File: src/rtl/uart_alu_sequencer.sv
// Sequencer between rx_uart, alu_mod and tx_uart: collects operand1/operand2/opcode,
// latches the ALU result, starts one transmit, and flags timeouts and overruns.
module uart_alu_sequencer #(
  parameter int DATA_BITS      = 8,
  parameter int OPCODE_BITS    = 6,
  parameter int TIMEOUT_CYCLES = 10_000_000
) (
  input  logic                   i_clock,
  input  logic                   i_reset,
  input  logic                   i_rx_data_ready,
  input  logic [DATA_BITS-1:0]   i_rx_data,
  input  logic [DATA_BITS-1:0]   i_alu_result,
  input  logic                   i_tx_available,
  output logic [DATA_BITS-1:0]   o_operando1,
  output logic [DATA_BITS-1:0]   o_operando2,
  output logic [OPCODE_BITS-1:0] o_opcode,
  output logic                   o_start_tx,
  output logic [DATA_BITS-1:0]   o_tx_data,
  output logic                   o_error,
  output logic [11:0]            o_led
);

  localparam logic [2:0] S_IDLE     = 3'd0;
  localparam logic [2:0] S_WAIT_OP2 = 3'd1;
  localparam logic [2:0] S_WAIT_OPC = 3'd2;
  localparam logic [2:0] S_EXEC     = 3'd3;
  localparam logic [2:0] S_WAIT_TX  = 3'd4;
  localparam logic [2:0] S_SENDING  = 3'd5;
  localparam int CNT_W = $clog2(TIMEOUT_CYCLES);

  logic [2:0]             state_q, state_d;
  logic [CNT_W-1:0]       cnt_q, cnt_d;
  logic                   prev_ready_q, prev_ready_d;
  logic [DATA_BITS-1:0]   op1_q, op1_d, op2_q, op2_d, tx_q, tx_d;
  logic [OPCODE_BITS-1:0] opc_q, opc_d;
  logic                   start_q, start_d, err_q, err_d;
  logic                   rx_pulse_s, timeout_s, counting_s;
  logic [7:0]             led_byte_s;

  assign rx_pulse_s = i_rx_data_ready & ~prev_ready_q;
  assign timeout_s  = (cnt_q == CNT_W'(TIMEOUT_CYCLES - 1));
  assign counting_s = (state_q == S_WAIT_OP2) || (state_q == S_WAIT_OPC) || (state_q == S_SENDING);

  // State, timeout counter and strobe edge-detect registers
  always_ff @(posedge i_clock or negedge i_reset) begin
    if (!i_reset) begin
      state_q      <= S_IDLE;
      cnt_q        <= '0;
      prev_ready_q <= 1'b0;
    end else begin
      state_q      <= state_d;
      cnt_q        <= cnt_d;
      prev_ready_q <= prev_ready_d;
    end
  end

  // Next-state and timeout counter logic
  always_comb begin
    state_d      = state_q;
    prev_ready_d = i_rx_data_ready;
    case (state_q)
      S_IDLE:     if (rx_pulse_s) state_d = S_WAIT_OP2; else state_d = S_IDLE;
      S_WAIT_OP2: if (rx_pulse_s) state_d = S_WAIT_OPC; else if (timeout_s) state_d = S_IDLE;
                  else state_d = S_WAIT_OP2;
      S_WAIT_OPC: if (rx_pulse_s) state_d = S_EXEC; else if (timeout_s) state_d = S_IDLE;
                  else state_d = S_WAIT_OPC;
      S_EXEC:     state_d = S_WAIT_TX;
      S_WAIT_TX:  if (i_tx_available) state_d = S_SENDING; else state_d = S_WAIT_TX;
      // A dropped tx_available means the transmitter took the byte
      S_SENDING:  if (!i_tx_available || timeout_s) state_d = S_IDLE; else state_d = S_SENDING;
      default:    state_d = S_IDLE;
    endcase
    if (state_d != state_q) begin
      cnt_d = '0;
    end else if (counting_s) begin
      cnt_d = cnt_q + CNT_W'(1);
    end else begin
      cnt_d = '0;
    end
  end

  // Output register next values
  always_comb begin
    op1_d   = op1_q;
    op2_d   = op2_q;
    opc_d   = opc_q;
    tx_d    = tx_q;
    err_d   = err_q;
    start_d = 1'b0;
    case (state_q)
      S_IDLE: begin
        if (rx_pulse_s) begin
          op1_d = i_rx_data;
          err_d = 1'b0;
        end else begin
          op1_d = op1_q;
        end
      end
      S_WAIT_OP2: begin
        if (rx_pulse_s) op2_d = i_rx_data; else if (timeout_s) err_d = 1'b1; else err_d = err_q;
      end
      S_WAIT_OPC: begin
        if (rx_pulse_s) opc_d = i_rx_data[OPCODE_BITS-1:0]; else if (timeout_s) err_d = 1'b1;
        else err_d = err_q;
      end
      S_EXEC: begin
        tx_d = i_alu_result;
        if (rx_pulse_s) err_d = 1'b1; else err_d = err_q;
      end
      S_WAIT_TX: begin
        if (rx_pulse_s) err_d = 1'b1; else err_d = err_q;
        if (i_tx_available) start_d = 1'b1; else start_d = 1'b0;
      end
      S_SENDING: begin
        if (rx_pulse_s || (i_tx_available && timeout_s)) err_d = 1'b1; else err_d = err_q;
      end
      default: begin
        start_d = 1'b0;
      end
    endcase
  end

  // Registered outputs
  always_ff @(posedge i_clock or negedge i_reset) begin
    if (!i_reset) begin
      op1_q   <= '0;
      op2_q   <= '0;
      opc_q   <= '0;
      tx_q    <= '0;
      start_q <= 1'b0;
      err_q   <= 1'b0;
    end else begin
      op1_q   <= op1_d;
      op2_q   <= op2_d;
      opc_q   <= opc_d;
      tx_q    <= tx_d;
      start_q <= start_d;
      err_q   <= err_d;
    end
  end

  generate
    if (DATA_BITS >= 8) begin : g_led_trunc
      assign led_byte_s = tx_q[7:0];
    end else begin : g_led_ext
      assign led_byte_s = {{(8-DATA_BITS){1'b0}}, tx_q};
    end
  endgenerate

  assign o_operando1 = op1_q;
  assign o_operando2 = op2_q;
  assign o_opcode    = opc_q;
  assign o_start_tx  = start_q;
  assign o_tx_data   = tx_q;
  assign o_error     = err_q;
  assign o_led       = {err_q, state_q, led_byte_s};

endmodule

File: config.mk
export PLATFORM = sky130hd
export DESIGN_NAME = uart_alu_sequencer
export DESIGN_NICKNAME = d
export VERILOG_FILES = /design/src/rtl/uart_alu_sequencer.sv
export SDC_FILE = /design/constraint.sdc
export NUM_CORES = 1
export LEC_CHECK = 0
export ABC_AREA = 1
export BUFFER_PORTS_ARGS = -buffer_cell sky130_fd_sc_hd__clkbuf_2
export CORE_ASPECT_RATIO = 0.9
export CORE_MARGIN = 4
export CORE_UTILIZATION = 55
export CTS_CLUSTER_SIZE = 12
export DETAILED_ROUTE_END_ITERATION = 6
export GPL_TIMING_DRIVEN = 0
export PLACE_DENSITY = 0.86
export SLEW_MARGIN = 5
export SYNTH_ARGS = -nofsm -noshare
export SYNTH_HDL_FRONTEND = slang
export SYNTH_SLANG_ARGS = --single-unit
File: constraint.sdc
create_clock -name i_clock -period 1.9 [get_ports i_clock]
set_input_delay 0.475 -clock i_clock [delete_from_list [all_inputs] [get_ports i_clock]]
set_output_delay 0.475 -clock i_clock [all_outputs]
set_load 0.01 [all_outputs]
==> impl_metrics.yaml <==
power_and_ir_drop:
  p_comb_share_pct: 43.7
  p_leak_uw: 0.001900
  p_sw_uw: 2245
  p_clk_share_pct: 21.5
  netSwitchingFraction_pct: 41.70
  intPower_uw: 3138
  p_seq_share_pct: 34.8
  p_per_area_nw_per_um2: 1385
  irDropWorstVdd_uv: 975.0
critical_path:
  critical-path-slowest-cell: "dfrtp_1"
  rr_startpoint: "cnt_q[0]"
  cp_num_buf_inv: 2
  crit_required_ns: 2.12
  max_stage_delay_ns: 0.43
  startpoint_type: "register"
  crit_chain: "ha_4 > nand3_4 > nor2_4 > nand3_4 > nand2_1 > nand3_1 > nand2_1 > inv_1 > nand2_4 > buf_12 > nor2_4"
  crit_path_end: "cnt_q[5]"
  rr_worst_depth: 11
  critPathKind: "register to register"
  end_kind: "register"
  crit_start: "cnt_q[0]"
  crit_arrival_ns: 2.04
  r2r_end: "cnt_q[5]"
  cp_top_family: "simple AND/OR/NAND/NOR gates"
  path_max_fanout: 10
  cp.depth: 11
  r2r_slack_ns: 0.08
synthesis:
  yosysWarnings: 0
  ys_ff_latch: 60
  postSynthCellCount: 386
  syn_nets: 407
  synth_area_leaders: "dfrtp_1, nand2_1, nor2_4"
  avgSynthCellArea_um2: 8.334
  synth_ff_type: "dfrtp_1"
  yosysUniqueCellTypes: 30
  synth_most_common_cell: "nand2_1"
  synthTopCellsByCount: "nand2_1, dfrtp_1, inv_1"
  netlist_area_um2: 3217
  async_flop_share_pct: 100.0
  synth.top_cell.area_share_pct: 46.67
  ys_seq_area_share_pct: 46.67
  synth_edf_count: 0
  yosysTopAreaCell: "dfrtp_1"
status:
  status: "finished, final reports clean"
global_route:
  grt_pass1_wl_um: 12070
  antenna_found_initial: 0
  grt.total_usage_pct: 22.05
  first_global_vias: 2699
  overflow: 0
  grt_max_degree: 61
clock_tree:
  clkLatencyLatePin_ns: 0.35
  cts_tree: "done"
  root_buffer: "clkbuf_8"
  cts_htree_levels: 3
  cts_buffers: 9
  clock_sinks: 60
  holdBufCountCts: 0
  ctsLongestPathBuffers: 2
  path_clk_slew_ns: 0.07
sta:
  hold_viol: 0
  finalCritPeriodShare_pct: 95.56
  max_slew_margin_pct: 46.59
  drv_slew: 0
  worst-slew-pin-transition_ns: 0.8012
  setup_viol_count_final: 0
  fin_setup_tns_ns: 0
  fmax_mhz: 550.7
  fin_ws_ns: 0.08428
  layout_min_cycle_time_ns: 1.816
  clock_skew_ns: 0.009239
place:
  gp_congestion: 0.9145
  dp_hpwl_um: 5121
  post_dp_cell_area_um2: 3622
  portBuffers: 63
  post-place-ws_ns: 0.003794
routing:
  vias_per_cell: 5.216
  ant_nets: 0
  wl_per_cell_um: 13.18
  drt_iter0_markers: 227
  firstDrtPassIters: 5
  wl_um: 7065
  drc: 0
  vias: 2796
cells_and_area:
  nets: 482
  drive_gt1_share_pct: 32.62
  final_area_um2: 3887
  fin_util_pct: 68.68
  antennaDiodeCount: 0
  synthToLayoutAreaGrowth_pct: 20.85
floorplan:
  coreArea_um2: 5660
  start_util_pct: 56.83
  die_w_um: 88.62
  io_pins: 64
  dieArea_um2: 7138
  die_h_um: 80.56
  rows: 26
flow_run:
  cap_viol_max_count: 0
hold_path:
  worstHoldPathType: "input pin to async pin"
-- placed cells by master, fill, tap and decap left out, types with 2 or more instances in the layout --
master	Yosys	routed
clkbuf_8	0	9
buf_4	9	10
o21ai_0	29	29
dfrtp_1	60	59
nor2_2	7	5
inv_2	5	5
nor2_4	24	27
clkbuf_1	5	3
nor2_1	21	20
clkbuf_2	0	64
nand4_1	10	10
nand2_4	2	2
a21oi_1	2	2
o211ai_1	2	2
o21bai_1	3	3
nand3b_1	2	2
inv_1	42	42
nand2_1	106	106
nand2_2	7	7
nand3_2	4	3
nand3_4	0	2
or2_2	3	3
clkinvlp_4	0	3
nor3_1	5	5
clkinv_4	0	2
nand3_1	27	26
buf_12	2	2
-- flip-flops by register name, summed over array words and instances, names as in the netlist --
register      flops
o_tx_data         8
o_operando2       8
o_opcode          6
o_error           1
prev_ready_q      1
o_start_tx        1
o_operando1       8
cnt_q            24
state_q           3
-- cell type report --
type / count / area [um^2]
Clock buffer: 9 / 123.9
Buffer: 16 / 128.9
Clock inverter: 7 / 76.32
Sequential cell: 60 / 1503
Tap cell: 70 / 87.58
Fill cell: 453 / 1773
Inverter: 50 / 193.9
Timing Repair Buffer: 64 / 325.3
Multi-Input combinational cell: 260 / 1449
-- repair_timing --
action / 4_1_cts / 5_1_grt
pin swaps: 0 / 1
buffers inserted: 0 / 1
gates resized for setup: 1 / 14
setup endpoints to repair: 1 / 27
-- worst register-to-register path: stages (launching register included) --
cell and delay, ns:
dfrtp_1 0.43, ha_4 0.18, nand3_4 0.13, nor2_4 0.17, nand3_4 0.11, nand2_1 0.09
nand3_1 0.07, nand2_1 0.08, inv_1 0.08, nand2_4 0.13, buf_12 0.19, nor2_4 0.04
-- kinds of logic after synthesis --
kind of cell,Yosys count,share of synthesized area [%]
AOI/OAI and AO/OA,39,6.768
DFF,60,46.67
adders and majority gates,1,0.3889
xor gates and xnor gates,1,0.2723
buffers and inverters,66,9.841
and+or+nand+nor,219,36.06
-- routing by layer --
metal | share of wire [%] | GRT usage [%] | vias to the layer above
li1 | - | - | 1365
met1 | 42 | 27.31 | 1327
met2 | 50 | 35.80 | 92
met3 | 6.6 | 7.077 | 12
met4 | 1.6 | 8.308 | 0
met5 | 0 | 0 | -
-- power groups by stage --
stage | Sequential (uW) | Combinational (uW) | Clock (uW)
6_report | 1870 | 2350 | 1160
5_1_grt | 1930 | 2580 | 1260
4_1_cts | 1870 | 2360 | 1180
3_5_place_dp | 1890 | 2350 | 0
3_3_place_gp | 1880 | 2300 | 0
2_1_floorplan | 2030 | 1440 | 0
-- metrics by stage --
step	total power [uW]	hold WS, ns	instances
after floorplan	3465	0.1794	386
after detailed placement	4238	0.4730	519
after CTS	5406	0.2518	535
after global placement	4179	0.4686	519
after global routing	5758	0.2382	536
final	5383	0.2350	536
-- worst min path at each step --
stage                          startpoint        endpoint  cells after the start
after detailed placement   o_operando1[5]  o_operando1[5]                      2
after global placement     o_operando1[3]  o_operando1[3]                      2
after global routing      i_rx_data_ready    prev_ready_q                      1
final                             i_reset       cnt_q[18]                      1
after CTS                 i_rx_data_ready    prev_ready_q                      1
after floorplan                   i_reset        cnt_q[0]                      0
No activity file was read; power rests on OpenSTA's default activity.
